[config.mk]
export PLATFORM = sky130hd
export DESIGN_NAME = triangle_tracker
export DESIGN_NICKNAME = d
export VERILOG_FILES = /design/src/rtl/triangle_tracker.sv
export SDC_FILE = /design/constraint.sdc
export NUM_CORES = 1
export LEC_CHECK = 0
export BUFFER_PORTS_ARGS = -buffer_cell sky130_fd_sc_hd__buf_2
export CAP_MARGIN = 0
export CORE_ASPECT_RATIO = 1.25
export CORE_UTILIZATION = 45
export DETAILED_ROUTE_END_ITERATION = 8
export HOLD_SLACK_MARGIN = 0.05
export PLACE_DENSITY = 0.74
export SLEW_MARGIN = 15
export SYNTH_ARGS = -nofsm -noshare
export SYNTH_HDL_FRONTEND = slang
export SYNTH_SLANG_ARGS = --single-unit
[constraint.sdc]
create_clock -name clk -period 2.9 [get_ports clk]
set_clock_uncertainty 0.1 [all_clocks]
set_input_delay 0.435 -clock clk [delete_from_list [all_inputs] [get_ports clk]]
set_output_delay 0.435 -clock clk [all_outputs]
set_load 0.03 [all_outputs]
[src/rtl/triangle_tracker.sv]
// triangle_tracker: consumer-side monitor for triangle-wave position sources.
// It classifies each sample step, tracks sweep direction, reports peaks and troughs,
// measures the peak-to-peak period, and keeps a sticky flag for illegal steps.
// Optional feature macro: TRIANGLE_TRACKER_STRICT_RANGE_EN
//   When defined, a turn is accepted only at full scale: a peak needs prev = 2^N-1
//   and a trough needs prev = 0. Turns at any other value count as illegal steps.
module triangle_tracker #(
    parameter int N        = 8,
    parameter int PERIOD_W = 16
) (
    input  logic                clk,
    input  logic                rst,
    input  logic                ena,
    input  logic [N-1:0]        sample,
    output logic                dir,
    output logic                peak,
    output logic                trough,
    output logic [PERIOD_W-1:0] period,
    output logic                period_valid,
    output logic                locked,
    output logic                error
);

    typedef enum logic [1:0] {
        IDLE = 2'd0,
        ACQ  = 2'd1,
        UPS  = 2'd2,
        DNS  = 2'd3
    } state_t;

    localparam logic [N-1:0]        SAMPLE_MAX = '1;
    localparam logic [N-1:0]        SAMPLE_ONE = N'(1);
    localparam logic [PERIOD_W-1:0] CNT_MAX    = '1;

    state_t                state;
    state_t                state_next;

    logic [N-1:0]          prev;
    logic [N-1:0]          prev_next;
    logic [PERIOD_W-1:0]   step_cnt;
    logic [PERIOD_W-1:0]   cnt_next;
    logic [PERIOD_W-1:0]   cnt_inc;
    logic                  have_peak;
    logic                  have_peak_next;

    logic                  dir_next;
    logic                  peak_next;
    logic                  trough_next;
    logic [PERIOD_W-1:0]   period_next;
    logic                  period_valid_next;
    logic                  locked_next;
    logic                  error_next;

    logic [N-1:0]          delta;
    logic                  step_up;
    logic                  step_dn;
    logic                  step_hold;
    logic                  step_bad;
    logic                  peak_ok;
    logic                  trough_ok;
    logic                  bad_hit;

    // Classify the incoming step against the previous sample (modular difference).
    always_comb begin
        delta     = sample - prev;
        step_up   = (delta == SAMPLE_ONE) && (prev != SAMPLE_MAX);
        step_dn   = (delta == SAMPLE_MAX) && (prev != '0);
        step_hold = (delta == '0);
        step_bad  = !(step_up || step_dn || step_hold);
    end

`ifdef TRIANGLE_TRACKER_STRICT_RANGE_EN
    // Turns are only legal at the extremes of the sample range.
    always_comb begin
        peak_ok   = (prev == SAMPLE_MAX);
        trough_ok = (prev == '0);
    end
`else
    // Turns are accepted at any sample value.
    always_comb begin
        peak_ok   = 1'b1;
        trough_ok = 1'b1;
    end
`endif

    // Saturating increment of the step counter; also serves as the new period value.
    always_comb begin
        if (step_cnt == CNT_MAX) begin
            cnt_inc = CNT_MAX;
        end else begin
            cnt_inc = step_cnt + PERIOD_W'(1);
        end
    end

    // State register.
    always_ff @(posedge clk or negedge rst) begin
        if (!rst) begin
            state <= IDLE;
        end else begin
            state <= state_next;
        end
    end

    // Next-state and next-output logic; nothing moves unless a sample is consumed.
    always_comb begin
        state_next        = state;
        prev_next         = prev;
        cnt_next          = step_cnt;
        have_peak_next    = have_peak;
        dir_next          = dir;
        peak_next         = 1'b0;
        trough_next       = 1'b0;
        period_next       = period;
        period_valid_next = 1'b0;
        locked_next       = locked;
        error_next        = error;
        bad_hit           = 1'b0;

        if (ena) begin
            prev_next = sample;
            case (state)
                IDLE: begin
                    state_next = ACQ;
                end
                ACQ: begin
                    if (step_up) begin
                        state_next = UPS;
                        dir_next   = 1'b0;
                    end else if (step_dn) begin
                        state_next = DNS;
                        dir_next   = 1'b1;
                    end else if (step_bad) begin
                        bad_hit = 1'b1;
                    end
                end
                UPS: begin
                    if (step_up) begin
                        cnt_next = cnt_inc;
                    end else if (step_dn && peak_ok) begin
                        state_next     = DNS;
                        dir_next       = 1'b1;
                        peak_next      = 1'b1;
                        have_peak_next = 1'b1;
                        cnt_next       = '0;
                        if (have_peak) begin
                            period_next       = cnt_inc;
                            period_valid_next = 1'b1;
                            locked_next       = (cnt_inc == period);
                        end
                    end else if (!step_hold) begin
                        bad_hit = 1'b1;
                    end
                end
                DNS: begin
                    if (step_dn) begin
                        cnt_next = cnt_inc;
                    end else if (step_up && trough_ok) begin
                        state_next  = UPS;
                        dir_next    = 1'b0;
                        trough_next = 1'b1;
                        cnt_next    = cnt_inc;
                    end else if (!step_hold) begin
                        bad_hit = 1'b1;
                    end
                end
                default: begin
                    state_next = IDLE;
                end
            endcase

            if (bad_hit) begin
                state_next     = ACQ;
                error_next     = 1'b1;
                cnt_next       = '0;
                have_peak_next = 1'b0;
                locked_next    = 1'b0;
            end
        end
    end

    // Datapath and output registers.
    always_ff @(posedge clk or negedge rst) begin
        if (!rst) begin
            prev         <= '0;
            step_cnt     <= '0;
            have_peak    <= 1'b0;
            dir          <= 1'b0;
            peak         <= 1'b0;
            trough       <= 1'b0;
            period       <= '0;
            period_valid <= 1'b0;
            locked       <= 1'b0;
            error        <= 1'b0;
        end else begin
            prev         <= prev_next;
            step_cnt     <= cnt_next;
            have_peak    <= have_peak_next;
            dir          <= dir_next;
            peak         <= peak_next;
            trough       <= trough_next;
            period       <= period_next;
            period_valid <= period_valid_next;
            locked       <= locked_next;
            error        <= error_next;
        end
    end

endmodule
==> impl_metrics.py, run 1 <==
metrics = {
    "setup_path": {
        "critPathMaxStageDelay_ns": 0.41,
        "end_kind": "flip-flop",
        "critPathMaxFanout": 28,
        "crit_required_ns": 3.05,
        "crit_slowest_cell": "fa_2",
        "cp.arrival_ns": 3.08,
        "crit_buf_inv": 3,
        "crit_type": "flip-flop to flip-flop",
        "cp-start-kind": "flip-flop",
        "rrSetupSlack_ns": -0.03,
        "critical_path.cell_chain": "ha_2 > inv_2 > fa_2 > a211oi_4 > o31ai_1 > a21oi_1 > xnor2_1 > and4b_1 > nand4b_1 > buf_6 > buf_4 > a21oi_1 > a21o_1",
        "path_delay_family": "compound AO/OA/AOI/OAI gates",
        "crit_top_cell": "a21oi_1",
    },
    "routing": {
        "dr.pass1.iters": 4,
        "avgViaCountPerCell": 5.745,
        "num_vias": 2999,
        "drc": 0,
        "avgRoutedWirePerCell_um": 15.03,
        "ant_nets": 0,
        "drt_iter0_markers": 128,
        "routed_wl_um": 7844,
    },
    "sta": {
        "maxSlewHeadroom": 0.7247,
        "maxSlewViolCount": 0,
        "tightest_slew_ns": 0.4094,
        "hold_viol_final": 0,
        "finalSetupViolations": 4,
        "min_period_ns": 2.935,
        "post-route-period-util": 1.012,
        "layout_setup_ws_ns": -0.03494,
        "whs_ns": 0.2567,
        "rsz0062_at_grt": "yes",
        "fmax_mhz": 340.7,
        "tns_ns": -0.08462,
    },
    "run_status": {
        "status": "finished, violations left",
        "violations": "setup timing",
    },
    "placed_design": {
        "placed_area_um2": 3665,
        "port-buffer-count": 32,
        "dp_slack_ns": -0.2321,
        "hpwlAfterDp_um": 5811,
        "place_congestion": 0.8521,
    },
    "synthesis": {
        "yosys.area.top_type_share": 0.3851,
        "ys.flop_type": "dfrtp_1",
        "ys_seq_elements": 49,
        "synth_edf_count": 0,
        "syn_inst": 369,
        "syn_avg_cell_area_um2": 8.630,
        "syn_nets": 390,
        "synth.distinct_cells": 60,
        "synth_warnings": 0,
        "yosys-top-cells-area": "dfrtp_1 (39%), a21oi_1 (5.3%), nand2_1 (5.2%), o21ai_0 (5.0%), xnor2_1 (3.9%)",
        "syn_area_um2": 3184,
        "synth_area_leader_cell": "dfrtp_1",
        "async_flop_share": 1.000,
        "yosysSeqAreaShare": 0.3851,
    },
    "grt": {
        "grt_pass1_vias": 2849,
        "grt_busiest_layer": "met2",
        "use_met2": 0.4108,
        "grt_max_degree": 32,
        "grt_pass1_wl_um": 13090,
        "met3_usage": 0.02844,
        "antenna_found_initial": 0,
        "use_met1": 0.2594,
        "grtUsageTotal": 0.2210,
        "grt.overflow.total": 0,
    },
    "pwr": {
        "ir_drop_mv": 0.2474,
        "cell_internal_pwr_mw": 1.035,
        "powerDensity_nw_per_um2": 382.2,
        "pwr-share-seq": 0.481,
        "power_frac_comb": 0.252,
        "p_switching_mw": 0.4673,
        "clkPwrFrac": 0.268,
        "p_leak_nw": 1.810,
        "sw_frac_of_total": 0.3111,
        "total_power_mw": 1.502,
    },
    "layout": {
        "drive_above_1_share": 0.2644,
        "diodes": 0,
        "syn_to_final_growth_pct": 23.42,
        "fin_nets": 455,
        "final_area_um2": 3930,
    },
    "floorplan": {
        "die_h_um": 96.05,
        "core_area_um2": 6689,
        "pin_count": 33,
        "fp-row-count": 33,
        "start_util": 0.4761,
        "die_w_um": 77.24,
        "die_area_um2": 7419,
    },
    "clock_network": {
        "clk_latency_ns": 0.30,
        "cts_tree": "done",
        "cts-root-buf": "clkbuf_8",
        "clock-sinks": 49,
        "htree_levels": 2,
        "cts_buffers": 5,
        "clk_pin_slew_ns": 0.09,
        "clockBufferDepth": 2,
    },
    "worst_hold_path": {
        "hold_path_class": "primary input to flip-flop",
    },
    "run": {
        "cap_violations": 0,
    },
}
## area by class of cell
cell class              instances  area, µm²
flip-flops and latches         49       1226
multi-input cells             288       1934
clock buffers                   6      72.57
well taps                      87      108.9
clock inverters                 2      15.01
fillers                       610       2759
inverters                      15      56.30
repair buffers                 75      516.7
## flip-flops by register name, summed over array words and instances (netlist names)
signal,count
period,16
step_cnt,16
prev,8
state,2
dir,1
error,1
have_peak,1
locked,1
peak,1
period_valid,1
trough,1
## metrics by stage
| stage | util | cells |
|---|---|---|
| after CTS | 0.5636 | 517 |
| final | 0.5875 | 522 |
| after global routing | 0.5875 | 522 |
| after global placement | 0.5479 | 507 |
| after detailed placement | 0.5479 | 507 |
| after floorplan | - | 369 |
## worst reg2reg max path: stages (launching register included)
cell      delay, ns
dfrtp_1        0.36
ha_2           0.18
inv_2          0.04
fa_2           0.41
a211oi_4       0.28
o31ai_1        0.13
a21oi_1        0.20
xnor2_1        0.16
and4b_1        0.27
nand4b_1       0.15
buf_6          0.22
buf_4          0.16
a21oi_1        0.12
a21o_1         0.11
## routing by layer
layer | wire (µm) | up-vias
met3 | 242 | 13
met5 | 0 | -
li1 | - | 1480
met1 | 3292 | 1444
met2 | 4141 | 62
met4 | 167 | 0
## kinds of logic after synthesis
group,Yosys count,synth area share
AND/OR/NAND/NOR,136,0.2252
AO/OA/AOI/OAI,112,0.2173
flip-flops,49,0.3851
buffers and inverters,32,0.04283
XOR/XNOR,23,0.06326
adder cells (fa/ha/maj),10,0.04165
multiplexers,7,0.02476
## power by group through the flow
stage               Combinational, mW  Sequential, mW  Clock [mW]
CTS                             0.334           0.721       0.413
global placement                0.319           0.734           0
global route                    0.419           0.726       0.437
detailed placement              0.329           0.734           0
floorplan                       0.199           0.741           0
finish                          0.378           0.722       0.402
## placed cells by master (no fill, tap or decap), types with 7 or more instances in the layout
master   instances
nand3_1         16
xor2_1           9
a21oi_1         34
inv_1           14
xnor2_1         13
buf_4           36
nor2_1          16
buf_2           32
dfrtp_1         49
o21ai_0         31
and3_1          12
ha_1             8
mux2_2           7
nand2_1         43
## cell usage after synthesis, types with 5 or more instances
library cell,count
a21o_1,6
a21oi_1,34
and3_1,12
buf_2,7
clkbuf_1,8
dfrtp_1,49
ha_1,9
inv_1,15
mux2_2,7
nand2_1,44
nand2b_1,5
nand3_1,16
nand4_1,6
nor2_1,19
nor3_1,6
o21ai_0,32
o31ai_1,5
xnor2_1,14
xor2_1,9
## path summary, 6_finish.rpt
| path | start | to | cells past startpoint |
|---|---|---|---|
| worst min register to register | error | error | 1 |
| min in group asynchronous | rst | period_valid | 2 |
| worst max-delay path | prev[0] | period[2] | 13 |
| worst min-delay path | sample[3] | prev[3] | 3 |
| max in group asynchronous | rst | step_cnt[6] | 3 |
| worst max register to register | prev[0] | period[2] | 13 |
## repair_timing
item	CTS	global route
pin swaps	0	24
endpoints found under the hold margin	14	0
buffers inserted	1	5
gates resized for setup	0	30
endpoints found under the setup margin	3	38
hold buffers	1	0
No activity file was read; power rests on OpenSTA's default activity.
==> inputs of run 2 (changes only) <==
- SETUP_SLACK_MARGIN: not set -> 0.2
==> impl_metrics.py, run 2 (synthesized netlist as in run 1, its figures left out) <==
metrics = {
    "setup_path": {
        "cp-start-kind": "flip-flop",
        "end_kind": "flip-flop",
        "crit_top_cell": "o21ai_1",
        "critPathMaxStageDelay_ns": 0.59,
        "crit_required_ns": 3.04,
        "critPathMaxFanout": 4,
        "critical_path.cell_chain": "ha_1 > nand2_2 > nor3_1 > or4b_1 > o21ai_1 > xor2_1 > nand4_1 > or4_1 > o21ai_1",
        "cp.arrival_ns": 2.99,
        "crit_buf_inv": 0,
        "path_delay_family": "simple AND/OR/NAND/NOR gates",
        "crit_slowest_cell": "or4b_1",
        "crit_type": "flip-flop to flip-flop",
    },
    "layout": {
        "diodes": 0,
        "fin_nets": 450,
        "drive_above_1_share": 0.2721,
        "final_util": 0.5937,
        "syn_to_final_growth_pct": 24.72,
        "reg_top3": "period: 16 flops, step_cnt: 16 flops, prev: 8 flops",
        "final_area_um2": 3971,
        "layout_commonest_cell": "dfrtp_1",
        "layout_common_cells": "dfrtp_1 (49), nand2_1 (43), buf_4 (34)",
        "finalNonFillerCells": 517,
    },
    "routing": {
        "ant_nets": 0,
        "num_vias": 3035,
        "top_layer_used": "met4",
        "drc": 0,
        "routed_wl_um": 8004,
        "drt_iter0_markers": 182,
        "route.met3.wl_um": 337,
        "avgViaCountPerCell": 5.870,
        "drt-met1-wl_um": 3468,
        "avgRoutedWirePerCell_um": 15.48,
        "dr.pass1.iters": 5,
        "wl_met2_um": 3994,
    },
    "sta": {
        "min_period_ns": 2.852,
        "tns_ns": 0,
        "hold_viol_final": 0,
        "finalSetupViolations": 0,
        "fmax_mhz": 350.7,
        "rsz0062_at_grt": "yes",
        "maxSlewViolCount": 0,
        "layout_setup_ws_ns": 0.04816,
        "tightest_slew_ns": 0.6226,
        "post-route-period-util": 0.9834,
        "maxSlewHeadroom": 0.5850,
    },
    "placed_design": {
        "place_congestion": 0.8777,
        "dp_slack_ns": -0.2293,
        "port-buffer-count": 32,
        "hpwlAfterDp_um": 5833,
        "place_inst": 508,
        "placed_area_um2": 3746,
    },
    "run_status": {
        "status": "completed",
    },
    "clock_network": {
        "clockBufferDepth": 2,
        "cts-root-buf": "clkbuf_8",
        "clk_latency_ns": 0.31,
        "postCtsHoldBufs": 0,
        "htree_levels": 2,
        "cts_buffers": 5,
        "clk_pin_slew_ns": 0.09,
        "clock-sinks": 49,
        "cts_tree": "done",
    },
    "grt": {
        "grt_pass1_vias": 2914,
        "grt_pass1_wl_um": 13540,
        "grtUsageTotal": 0.2325,
        "grt.overflow.total": 0,
        "antenna_found_initial": 0,
        "grt_max_degree": 50,
    },
    "floorplan": {
        "die_h_um": 96.05,
        "die_w_um": 77.24,
        "fp-row-count": 33,
        "pin_count": 33,
        "die_area_um2": 7419,
        "core_area_um2": 6689,
        "start_util": 0.4761,
    },
    "run": {
        "cap_violations": 0,
    },
    "pwr": {
        "powerDensity_nw_per_um2": 405.9,
        "ir_drop_mv": 0.3260,
        "p_leak_nw": 1.803,
    },
    "worst_hold_path": {
        "hold_path_class": "primary input to asynchronous set/reset pin",
    },
}
run 2: area by class of cell:
type	instances	area (µm²)
flip-flops and latches	49	1226
multi-input cells	288	1969
inverters	15	68.82
fillers	590	2718
repair buffers	70	478.0
clock inverters	2	37.54
well taps	87	108.9
clock buffers	6	82.58
run 2: where the power goes:
group          switching (mW)  internal [mW]  total, mW
registers              0.0187          0.703      0.722
logic                   0.214          0.155      0.369
clock network           0.241          0.281      0.521
run 2: routing by layer:
| layer | track usage | vias to the layer above |
|---|---|---|
| met4 | 0.09591 | 0 |
| met3 | 0.03412 | 16 |
| li1 | - | 1457 |
| met5 | 0 | - |
| met2 | 0.4108 | 102 |
| met1 | 0.2844 | 1460 |
run 2: repair_timing:
item	CTS	global route
pin swaps	3	4
resized for setup	7	17
setup buffers	1	0
cloned	0	0
setup endpoints to repair	36	40
run 2: final timing paths:
kind	start	endpoint	slack, ns	depth (start not counted)
worst max-delay path	step_cnt[1]	locked	0.05	9
worst min-delay path	rst	error	0.12	2
worst max register to register	step_cnt[1]	locked	0.05	9
worst min register to register	error	error	0.37	1
max in group asynchronous	rst	step_cnt[8]	2.16	2
min in group clk	sample[3]	prev[3]	0.25	3
run 2: metrics by stage:
| stage | power [mW] | hold WS [ns] |
|---|---|---|
| after floorplan | 0.9540 | 0.03941 |
| after global placement | 1.067 | 0.3519 |
| after detailed placement | 1.079 | 0.3493 |
| after CTS | 1.603 | 0.1437 |
| after global routing | 1.690 | 0.1780 |
| final | 1.612 | 0.1175 |
